File: src/rtl/mdu_pkg.sv
// Shared encodings for the iterative multiply/divide unit.
// Optional build macro MDU_EARLY_TERM_EN is consumed by mdu_iter.
package mdu_pkg;

    localparam int MDU_WIDTH = 32;

    typedef enum logic [1:0] {
        MDU_MULT  = 2'b00,
        MDU_MULTU = 2'b01,
        MDU_DIV   = 2'b10,
        MDU_DIVU  = 2'b11
    } mdu_op_e;

    typedef enum logic [1:0] {
        IDLE = 2'b00,
        RUN  = 2'b01,
        FIX  = 2'b10,
        DONE = 2'b11
    } mdu_state_e;

    function automatic logic op_is_div(input mdu_op_e o);
        return (o == MDU_DIV) || (o == MDU_DIVU);
    endfunction

    function automatic logic op_is_signed(input mdu_op_e o);
        return (o == MDU_MULT) || (o == MDU_DIV);
    endfunction

endpackage

File: src/rtl/mdu_step.sv
// One combinational iteration: shift-add for multiply, restoring
// trial-subtract for divide. The caller picks which outputs to keep.
module mdu_step
    import mdu_pkg::*;
#(
    parameter int WIDTH = MDU_WIDTH
) (
    input  logic                 is_div,
    input  logic [WIDTH-1:0]     m,
    input  logic [WIDTH-1:0]     q,
    input  logic [2*WIDTH-1:1]   acc,
    input  logic [WIDTH:0]       rem,
    output logic [WIDTH-1:0]     q_nxt,
    output logic [2*WIDTH-1:0]   acc_nxt,
    output logic [WIDTH:0]       rem_nxt
);

    logic [WIDTH:0]   sum;
    logic [WIDTH+1:0] trial;

    always_comb begin
        sum   = {1'b0, acc[2*WIDTH-1:WIDTH]} + {1'b0, (q[0] ? m : {WIDTH{1'b0}})};
        // MSB of trial is the borrow: set when shifted remainder < divisor
        trial = {rem, q[WIDTH-1]} - {2'b00, m};

        acc_nxt = {sum, acc[WIDTH-1:1]};
        rem_nxt = trial[WIDTH+1] ? {rem[WIDTH-1:0], q[WIDTH-1]} : trial[WIDTH:0];
        q_nxt   = is_div ? {q[WIDTH-2:0], ~trial[WIDTH+1]} : {1'b0, q[WIDTH-1:1]};
    end

endmodule

File: src/rtl/mdu_iter.sv
// Iterative MULT/MULTU/DIV/DIVU unit with architectural HI/LO registers.
// Define MDU_EARLY_TERM_EN to let multiplies exit once the multiplier is exhausted.
module mdu_iter
    import mdu_pkg::*;
#(
    parameter int WIDTH = MDU_WIDTH,
    parameter int CNT_W = $clog2(WIDTH + 1)
) (
    input  logic             clk,
    input  logic             reset,
    input  logic             start,
    input  logic [1:0]       op,
    input  logic [WIDTH-1:0] a,
    input  logic [WIDTH-1:0] b,
    input  logic             hi_we,
    input  logic             lo_we,
    input  logic [WIDTH-1:0] wd,
    output logic             busy,
    output logic             done,
    output logic [WIDTH-1:0] hi,
    output logic [WIDTH-1:0] lo
);

    localparam logic [CNT_W-1:0] CNT_LAST = CNT_W'(WIDTH);

    mdu_state_e         state_q, state_d;
    mdu_op_e            op_q, op_d;
    logic               sa_q, sa_d;
    logic               neg_q, neg_d;
    logic [WIDTH-1:0]   m_q, m_d;
    logic [WIDTH-1:0]   q_q, q_d;
    logic [2*WIDTH-1:0] acc_q, acc_d;
    logic [WIDTH:0]     rem_q, rem_d;
    logic [CNT_W-1:0]   cnt_q, cnt_d;
    logic               busy_q, busy_d;
    logic               done_q, done_d;
    logic [WIDTH-1:0]   hi_q, hi_d;
    logic [WIDTH-1:0]   lo_q, lo_d;

    mdu_op_e            op_in;
    logic [WIDTH-1:0]   a_mag, b_mag;
    logic               div_op;
    logic [WIDTH-1:0]   step_q;
    logic [2*WIDTH-1:0] step_acc;
    logic [WIDTH:0]     step_rem;
    logic               early_exit;
    logic [2*WIDTH-1:0] prod, prod_fix;
    logic [WIDTH-1:0]   quo_fix, rmd_fix;

    function automatic logic [WIDTH-1:0] magnitude(input logic signed [WIDTH-1:0] x,
                                                   input logic                    take_abs);
        if (take_abs && (x < 0))
            return -x;
        return x;
    endfunction

    assign op_in  = mdu_op_e'(op);
    assign div_op = op_is_div(op_q);

    mdu_step #(.WIDTH(WIDTH)) u_step (
        .is_div  (div_op),
        .m       (m_q),
        .q       (q_q),
        .acc     (acc_q[2*WIDTH-1:1]),
        .rem     (rem_q),
        .q_nxt   (step_q),
        .acc_nxt (step_acc),
        .rem_nxt (step_rem)
    );

`ifdef MDU_EARLY_TERM_EN
    // Skipped iterations are pure right shifts; apply them all at once in FIX.
    assign early_exit = !div_op && (q_q == '0);
    assign prod       = acc_q >> (CNT_LAST - cnt_q);
`else
    assign early_exit = 1'b0;
    assign prod       = acc_q;
`endif

    always_comb begin
        state_d = state_q;
        op_d    = op_q;
        sa_d    = sa_q;
        neg_d   = neg_q;
        m_d     = m_q;
        q_d     = q_q;
        acc_d   = acc_q;
        rem_d   = rem_q;
        cnt_d   = cnt_q;
        busy_d  = busy_q;
        done_d  = done_q;
        hi_d    = hi_q;
        lo_d    = lo_q;

        a_mag    = magnitude(a, op_is_signed(op_in));
        b_mag    = magnitude(b, op_is_signed(op_in));
        prod_fix = (op_q == MDU_MULT && neg_q) ? -prod : prod;
        quo_fix  = (op_q == MDU_DIV && neg_q) ? -q_q : q_q;
        rmd_fix  = (op_q == MDU_DIV && sa_q) ? -rem_q[WIDTH-1:0] : rem_q[WIDTH-1:0];

        case (state_q)
            IDLE: begin
                if (hi_we) hi_d = wd;
                if (lo_we) lo_d = wd;
                if (start) begin
                    state_d = RUN;
                    op_d    = op_in;
                    sa_d    = a[WIDTH-1];
                    neg_d   = a[WIDTH-1] ^ b[WIDTH-1];
                    cnt_d   = '0;
                    acc_d   = '0;
                    rem_d   = '0;
                    busy_d  = 1'b1;
                    if (op_is_div(op_in)) begin
                        q_d = a_mag;
                        m_d = b_mag;
                    end else begin
                        q_d = b_mag;
                        m_d = a_mag;
                    end
                end
            end
            RUN: begin
                if (cnt_q == CNT_LAST || early_exit) begin
                    state_d = FIX;
                end else begin
                    acc_d = step_acc;
                    q_d   = step_q;
                    rem_d = step_rem;
                    cnt_d = cnt_q + CNT_W'(1);
                end
            end
            FIX: begin
                state_d = DONE;
                busy_d  = 1'b0;
                done_d  = 1'b1;
                if (div_op) begin
                    hi_d = rmd_fix;
                    lo_d = quo_fix;
                end else begin
                    hi_d = prod_fix[2*WIDTH-1:WIDTH];
                    lo_d = prod_fix[WIDTH-1:0];
                end
            end
            DONE: begin
                state_d = IDLE;
                done_d  = 1'b0;
            end
            default: state_d = IDLE;
        endcase
    end

    always_ff @(posedge clk or posedge reset) begin
        if (reset) begin
            state_q <= IDLE;
            op_q    <= MDU_MULT;
            sa_q    <= 1'b0;
            neg_q   <= 1'b0;
            m_q     <= '0;
            q_q     <= '0;
            acc_q   <= '0;
            rem_q   <= '0;
            cnt_q   <= '0;
            busy_q  <= 1'b0;
            done_q  <= 1'b0;
            hi_q    <= '0;
            lo_q    <= '0;
        end else begin
            state_q <= state_d;
            op_q    <= op_d;
            sa_q    <= sa_d;
            neg_q   <= neg_d;
            m_q     <= m_d;
            q_q     <= q_d;
            acc_q   <= acc_d;
            rem_q   <= rem_d;
            cnt_q   <= cnt_d;
            busy_q  <= busy_d;
            done_q  <= done_d;
            hi_q    <= hi_d;
            lo_q    <= lo_d;
        end
    end

    assign busy = busy_q;
    assign done = done_q;
    assign hi   = hi_q;
    assign lo   = lo_q;

endmodule

File: config.mk
export PLATFORM = sky130hd
export DESIGN_NAME = mdu_iter
export DESIGN_NICKNAME = d
export VERILOG_FILES = /design/src/rtl/mdu_pkg.sv /design/src/rtl/mdu_step.sv /design/src/rtl/mdu_iter.sv
export SDC_FILE = /design/constraint.sdc
export NUM_CORES = 1
export LEC_CHECK = 0
export BUFFER_PORTS_ARGS = -buffer_cell sky130_fd_sc_hd__buf_2
export CAP_MARGIN = 25
export CORE_MARGIN = 2
export CORE_UTILIZATION = 45
export CTS_CLUSTER_DIAMETER = 50
export CTS_CLUSTER_SIZE = 12
export DETAILED_ROUTE_END_ITERATION = 6
export MAX_ROUTING_LAYER = met4
export PLACE_DENSITY_LB_ADDON = 0.12
export RECOVER_POWER = 50
export SYNTH_ARGS = -nofsm -noshare
export SYNTH_HDL_FRONTEND = slang
export SYNTH_SLANG_ARGS = --single-unit
File: constraint.sdc
create_clock -name clk -period 8.25 [get_ports clk]
set_input_delay 0.4125 -clock clk [delete_from_list [all_inputs] [get_ports clk]]
set_output_delay 0.4125 -clock clk [all_outputs]
set_load 0.03 [all_outputs]
### Yosys cells after proc, flatten, opt, wreduce, memory -nomap -nowiden

Cells that the tools add are included.

| word-level totals | value |
|---|---|
| latch bits | 0 |
| RAM bits | 0 |
| bits of input ports | 103 |
| memory bits (read-only) | 0 |
| bits in registers | 239 |
| memories | 0 |

| operators by class | value |
|---|---|
| multiplexer cells | 38 |
| eq/ne operators | 13 |
| $lt $le $gt $ge | 2 |
| div/mod/pow operators | 0 |
| shift operators | 0 |
| $add $sub $neg | 8 |
| multipliers | 0 |
| reduce and logical (&&, ||, !) cells | 20 |
| bitwise logic cells | 2 |

Operators by type and width:

| kind | number |
|---|---|
| $mux W32 | 16 |
| $mux W64 | 3 |
| $pmux W32 S2 | 3 |
| $neg A32 Y32 | 4 |
| $pmux W64 S2 | 1 |
| $mux W33 | 3 |
| $pmux W33 S2 | 1 |
| $lt A32 B1 Y1 const B | 2 |
| $neg A64 Y64 | 1 |
| $sub A34 B32 Y34 | 1 |
| $add A32 B32 Y33 | 1 |
| $eq A2 B2 Y1 const B | 6 |
| $mux W6 | 2 |
| $pmux W6 S2 | 1 |
| $ne A2 B2 Y1 const B | 5 |
| $reduce_and A2 Y1 | 5 |
| $pmux W2 S4 | 1 |
| $add A6 B1 Y6 const B | 1 |
| $eq A6 B6 Y1 const B | 1 |
| $logic_not A2 Y1 | 3 |
| $reduce_bool A2 Y1 | 3 |
| $logic_and A1 B1 Y1 | 5 |
| $mux W2 | 2 |
| $pmux W1 S2 | 2 |
| 6 further kinds | 10 |

### Depth between registers and ports, before layout

| logic depth | value |
|---|---|
| word-level depth | 8 |
| depth in mapped cells | 14 |
| mapped depth without buffers | 13 |

### Hierarchy

A second synthesis with hierarchy kept.

| unflattened totals | value |
|---|---|
| cell total of the unflattened synthesis | 2465 |
| area, all modules | 20472.1 um^2 |

By module, submodules not included:

| module | instances | cells an instance | area each (um^2) | sequential area each (um^2) |
|---|---|---|---|---|
| mdu_iter | 1 | 1793 | 15576.2 | 5980.7 |
| mdu_step | 1 | 672 | 4895.9 | 0.0 |

### Worst setup path before layout

OpenSTA, ideal clock, no wires.

| timing path | value |
|---|---|
| kind | register -> register |
| start point | reg q_q[0] |
| end point | reg acc_q[62] |
| cell stages (with the launch flop) | 14 |
| slack | 5197 ps |
| data required time | 8130 ps |
| path buffers | 1 |
| setup time | 120 ps |
| arrival | 2933 ps |
| path through | dfrtp_1 -> inv_1 -> clkbuf_1 -> nor2_1 -> ha_1 -> o21ai_0 -> o21a_1 -> nor3_1 -> o21ai_0 -> a31oi_1 -> a31oi_1 -> o21ai_0 -> a21oi_1 -> o211a_1 |

| between the ends | value |
|---|---|
| cells in the longest elaborated chain, start to end | 4 |

Ends and longest elaborated chain:

| what | line | source |
|---|---|---|
| start: declaration | mdu_iter.sv:31 | `logic [WIDTH-1:0] q_q, q_d;` |
| start signal: assignment | mdu_iter.sv:174 | `q_q <= q_d;` |
| $mux W32 | mdu_step.sv:22 | `sum = {1'b0, acc[2*WIDTH-1:WIDTH]} + {1'b0, (q[0] ? m : {WIDTH{1'b0}})};` |
| $add A32 B32 Y33 | mdu_step.sv:22 |  |
| $mux W64 | mdu_iter.sv:124 | `if (cnt_q == CNT_LAST \|\| early_exit) begin` |
| $pmux W64 S2 | mdu_iter.sv:101 | `case (state_q)` |
| end signal: assignment | mdu_iter.sv:161 | `acc_q <= '0;` |
| end signal: assignment | mdu_iter.sv:175 | `acc_q <= acc_d;` |
| end: declaration | mdu_iter.sv:32 | `logic [2*WIDTH-1:0] acc_q, acc_d;` |

No other way between the ends. The select of a mux whose other input is x is not followed.
A chain may end at the register's enable or synchronous reset.

==> impl_metrics.json <==
{
  "p_sw_uw": 5140,
  "yosysWarnings": 0,
  "cp_max_fo": 63,
  "required_ns": 8.10,
  "root_buffer": "clkbuf_16",
  "syn_nets": 2680,
  "tritoncts": "done",
  "vdd_drop_max_mv": 0.202,
  "syn2layout_area_growth_pct": 13.1,
  "crit_family": "buffers and inverters",
  "die_w_um": 211,
  "cts_sinks": 239,
  "min_period_ns": 5.00,
  "vias": 19200,
  "clk_latency_ns": 0.55,
  "synth_area_per_cell_um2": 7.73,
  "synth_area_um2": 19300,
  "rows": 75,
  "seq_power_share": 0.224,
  "drive_gt1_frac": 0.0973,
  "fin_setup_tns_ns": 0,
  "drv_cap": 3,
  "powerDensity_nw_per_um2": 456,
  "hold_viol": 0,
  "final_common_cell": "nand2_1",
  "slew_viol_final": 150,
  "routabilityCongestion": 0.995,
  "cts_buffers": 36,
  "cp.depth": 4,
  "synth_edf_count": 0,
  "drt-total-wl_mm": 67.8,
  "reg2regPathDepth": 12,
  "synth_top_flop_cell": "dfrtp_1",
  "max_stage_delay_ns": 2.54,
  "fp.coreArea_um2": 42100,
  "fmax_mhz": 200,
  "synthArstFlopShare": 1.00,
  "rsz0062_at_grt": "no",
  "power_frac_comb": 0.600,
  "netlist_instances": 2500,
  "io_pins": 169,
  "worstSetupPathType": "input pin to asynchronous set/reset pin",
  "slowest_stage": "clkbuf_1",
  "path_cells": "dlygate4sd3_1 -> clkbuf_1 -> clkinvlp_2 -> clkbuf_1",
  "hp-class": "input pin to register",
  "tightest_slew_ns": 3.51,
  "setup_viol": 0,
  "vias_per_cell": 6.11,
  "avgRoutedWirePerCell_um": 21.5,
  "grt_pass1_vias": 17400,
  "p_sw_frac": 0.516,
  "h-tree-depth": 2,
  "min_period_over_period": 0.606,
  "portBuffers": 168,
  "drcViolationCount": 0,
  "layout.nets": 2762,
  "synth_seq_cells": 239,
  "clockPowerShare": 0.176,
  "die_h_um": 211,
  "drt_iter0_drc": 1857,
  "leakagePower_uw": 0.00933,
  "drtAntennaViolNets": 0,
  "cts_resized": 0,
  "clk_pin_slew_ns": 0.05,
  "start_util": 0.459,
  "outcome": "finished with violations",
  "grt_usage": 0.310,
  "dp_hpwl_mm": 51.6,
  "grt_pass1_wl_mm": 104,
  "power.internal_uw": 4820,
  "die_area_um2": 44600,
  "antenna_found_initial": 0,
  "finClkSkew_ns": 0.0200,
  "slew-limit-headroom": -1.34,
  "crit_top_cell": "clkbuf_1",
  "worstSetupStartpointType": "input pin",
  "grt_max_degree": 137,
  "yosysSeqAreaShare": 0.309,
  "final_cell_mix": "309 x nand2_1, 241 x nor2_1, 238 x dfrtp_1",
  "fin_util": 0.519,
  "grt.overflow.total": 0,
  "dr.pass1.iters": 5,
  "end_kind": "asynchronous set/reset pin",
  "hold_depth": 3,
  "failed_checks": "max-capacitance violations, max-slew violations",
  "clock_path_buffers": 3,
  "synth.distinct_cells": 78,
  "cp.arrival_ns": 4.86,
  "cp.buffers_inverters": 4,
  "insertedDiodeCount": 0
}
worst paths after layout:
path	start	end	slack, ns
hold reg to reg	m_q[29]	m_q[29]	0.47
setup / recovery	reset	hi[23]	3.25
hold / removal	wd[22]	lo[22]	0.19
min in group asynchronous	reset	lo[5]	0.94
max in group clk	q_q[0]	acc_q[62]	4.29
setup reg to reg	q_q[0]	acc_q[62]	4.29
cell usage after synthesis (all sizes together) (7+ instances only):
cell	n	area, um^2
nand3	94	475
nand2b	48	300
and4	7	61.3
xor2	102	893
inv	84	315
o41ai	14	123
nand2	310	1160
xnor2	114	998
and3	9	56.3
nor4	26	196
a211o	9	78.8
o221ai	15	131
o31ai	38	290
a31oi	49	307
a221o	9	90.1
nor3b	13	97.6
nand4	21	131
a21o	23	173
nor2	242	908
ha	75	938
nor2b	19	119
o311ai	12	105
or3	28	175
nor3	60	312
or2	8	50.1
dfrtp	239	5980
buf	19	71.3
mux2	21	236
o211ai	63	473
and2	12	75.1
clkbuf	136	510
o21ai	207	1040
a211oi	31	233
a21oi	225	1130
mux2i	21	210
o21a	8	60.1
or4	19	146
metrics by stage:
stage	setup WS [ns]	cells	instance area (um^2)	power (uW)	hold slack (ns)
6_report	3.25	3149	21900	9960	0.187
5_1_grt	2.25	3149	21900	10700	0.200
4_1_cts	4.30	3146	21900	9910	0.111
3_5_place_dp	4.29	3080	20500	8130	0.465
3_3_place_gp	4.29	3080	20500	8050	0.457
2_1_floorplan	1.28	2500	19300	6370	0.439
cell families (layout without fill, tap and decap cells):
logic type	after synthesis	in the layout	synth area share
xor+xnor	216	216	0.0979
mux	43	43	0.0243
buf+inv	239	349	0.0464
compound gates	755	755	0.243
simple gates	931	931	0.229
flops	239	239	0.309
fa+ha+maj	77	77	0.0506
sequential cells by signal (all words and copies together) (netlist names), 6 cells and up:
register	count
rem_q	33
cnt_q	6
q_q	32
lo	32
acc_q	64
m_q	32
hi	32
worst reg2reg max path: stages, from the launching register on:
cell and delay, ns:
dfrtp_1 0.43, inv_1 0.70, nor2_1 0.14, ha_1 0.39, o21ai_0 0.15, o21a_1 0.22
nor3_1 0.34, o21ai_0 0.23, a31oi_1 0.34, a31oi_1 0.19, o21ai_0 0.38, a21oi_1 0.12
o211a_1 0.23
area by class of cell:
type	instances	area, um^2
clock buffer	43	1010
clock inverter	23	364
fill	4173	20300
inverter	84	317
multi-input combinational	2022	12500
sequential	239	5980
tap	539	674
timing repair buffer	199	1020
timing repair:
| action | in CTS | in global routing |
|---|---|---|
| buffers inserted | 0 | 0 |
| hold endpoints to repair | 0 | 40 |
| hold buffers | 0 | 1 |
power by group through the flow:
stage                     Sequential, uW  Clock (uW)  Combinational (uW)
after global routing                2290        1820                6560
after floorplan                     2320           0                4050
final                               2230        1750                5980
after detailed placement            2230           0                5900
after global placement              2210           0                5840
after CTS                           2210        1770                5930
layer usage:
layer	up-vias	track usage	part of all wire	wire length [um]
met2	819	0.457	0.43	29200
met5	-	-	0	0
met3	91	0.0419	0.075	5070
met4	0	0.102	0.031	2110
met1	9141	0.440	0.46	31400
li1	9189	-	-	-
Power figures use the tool's default switching activity.
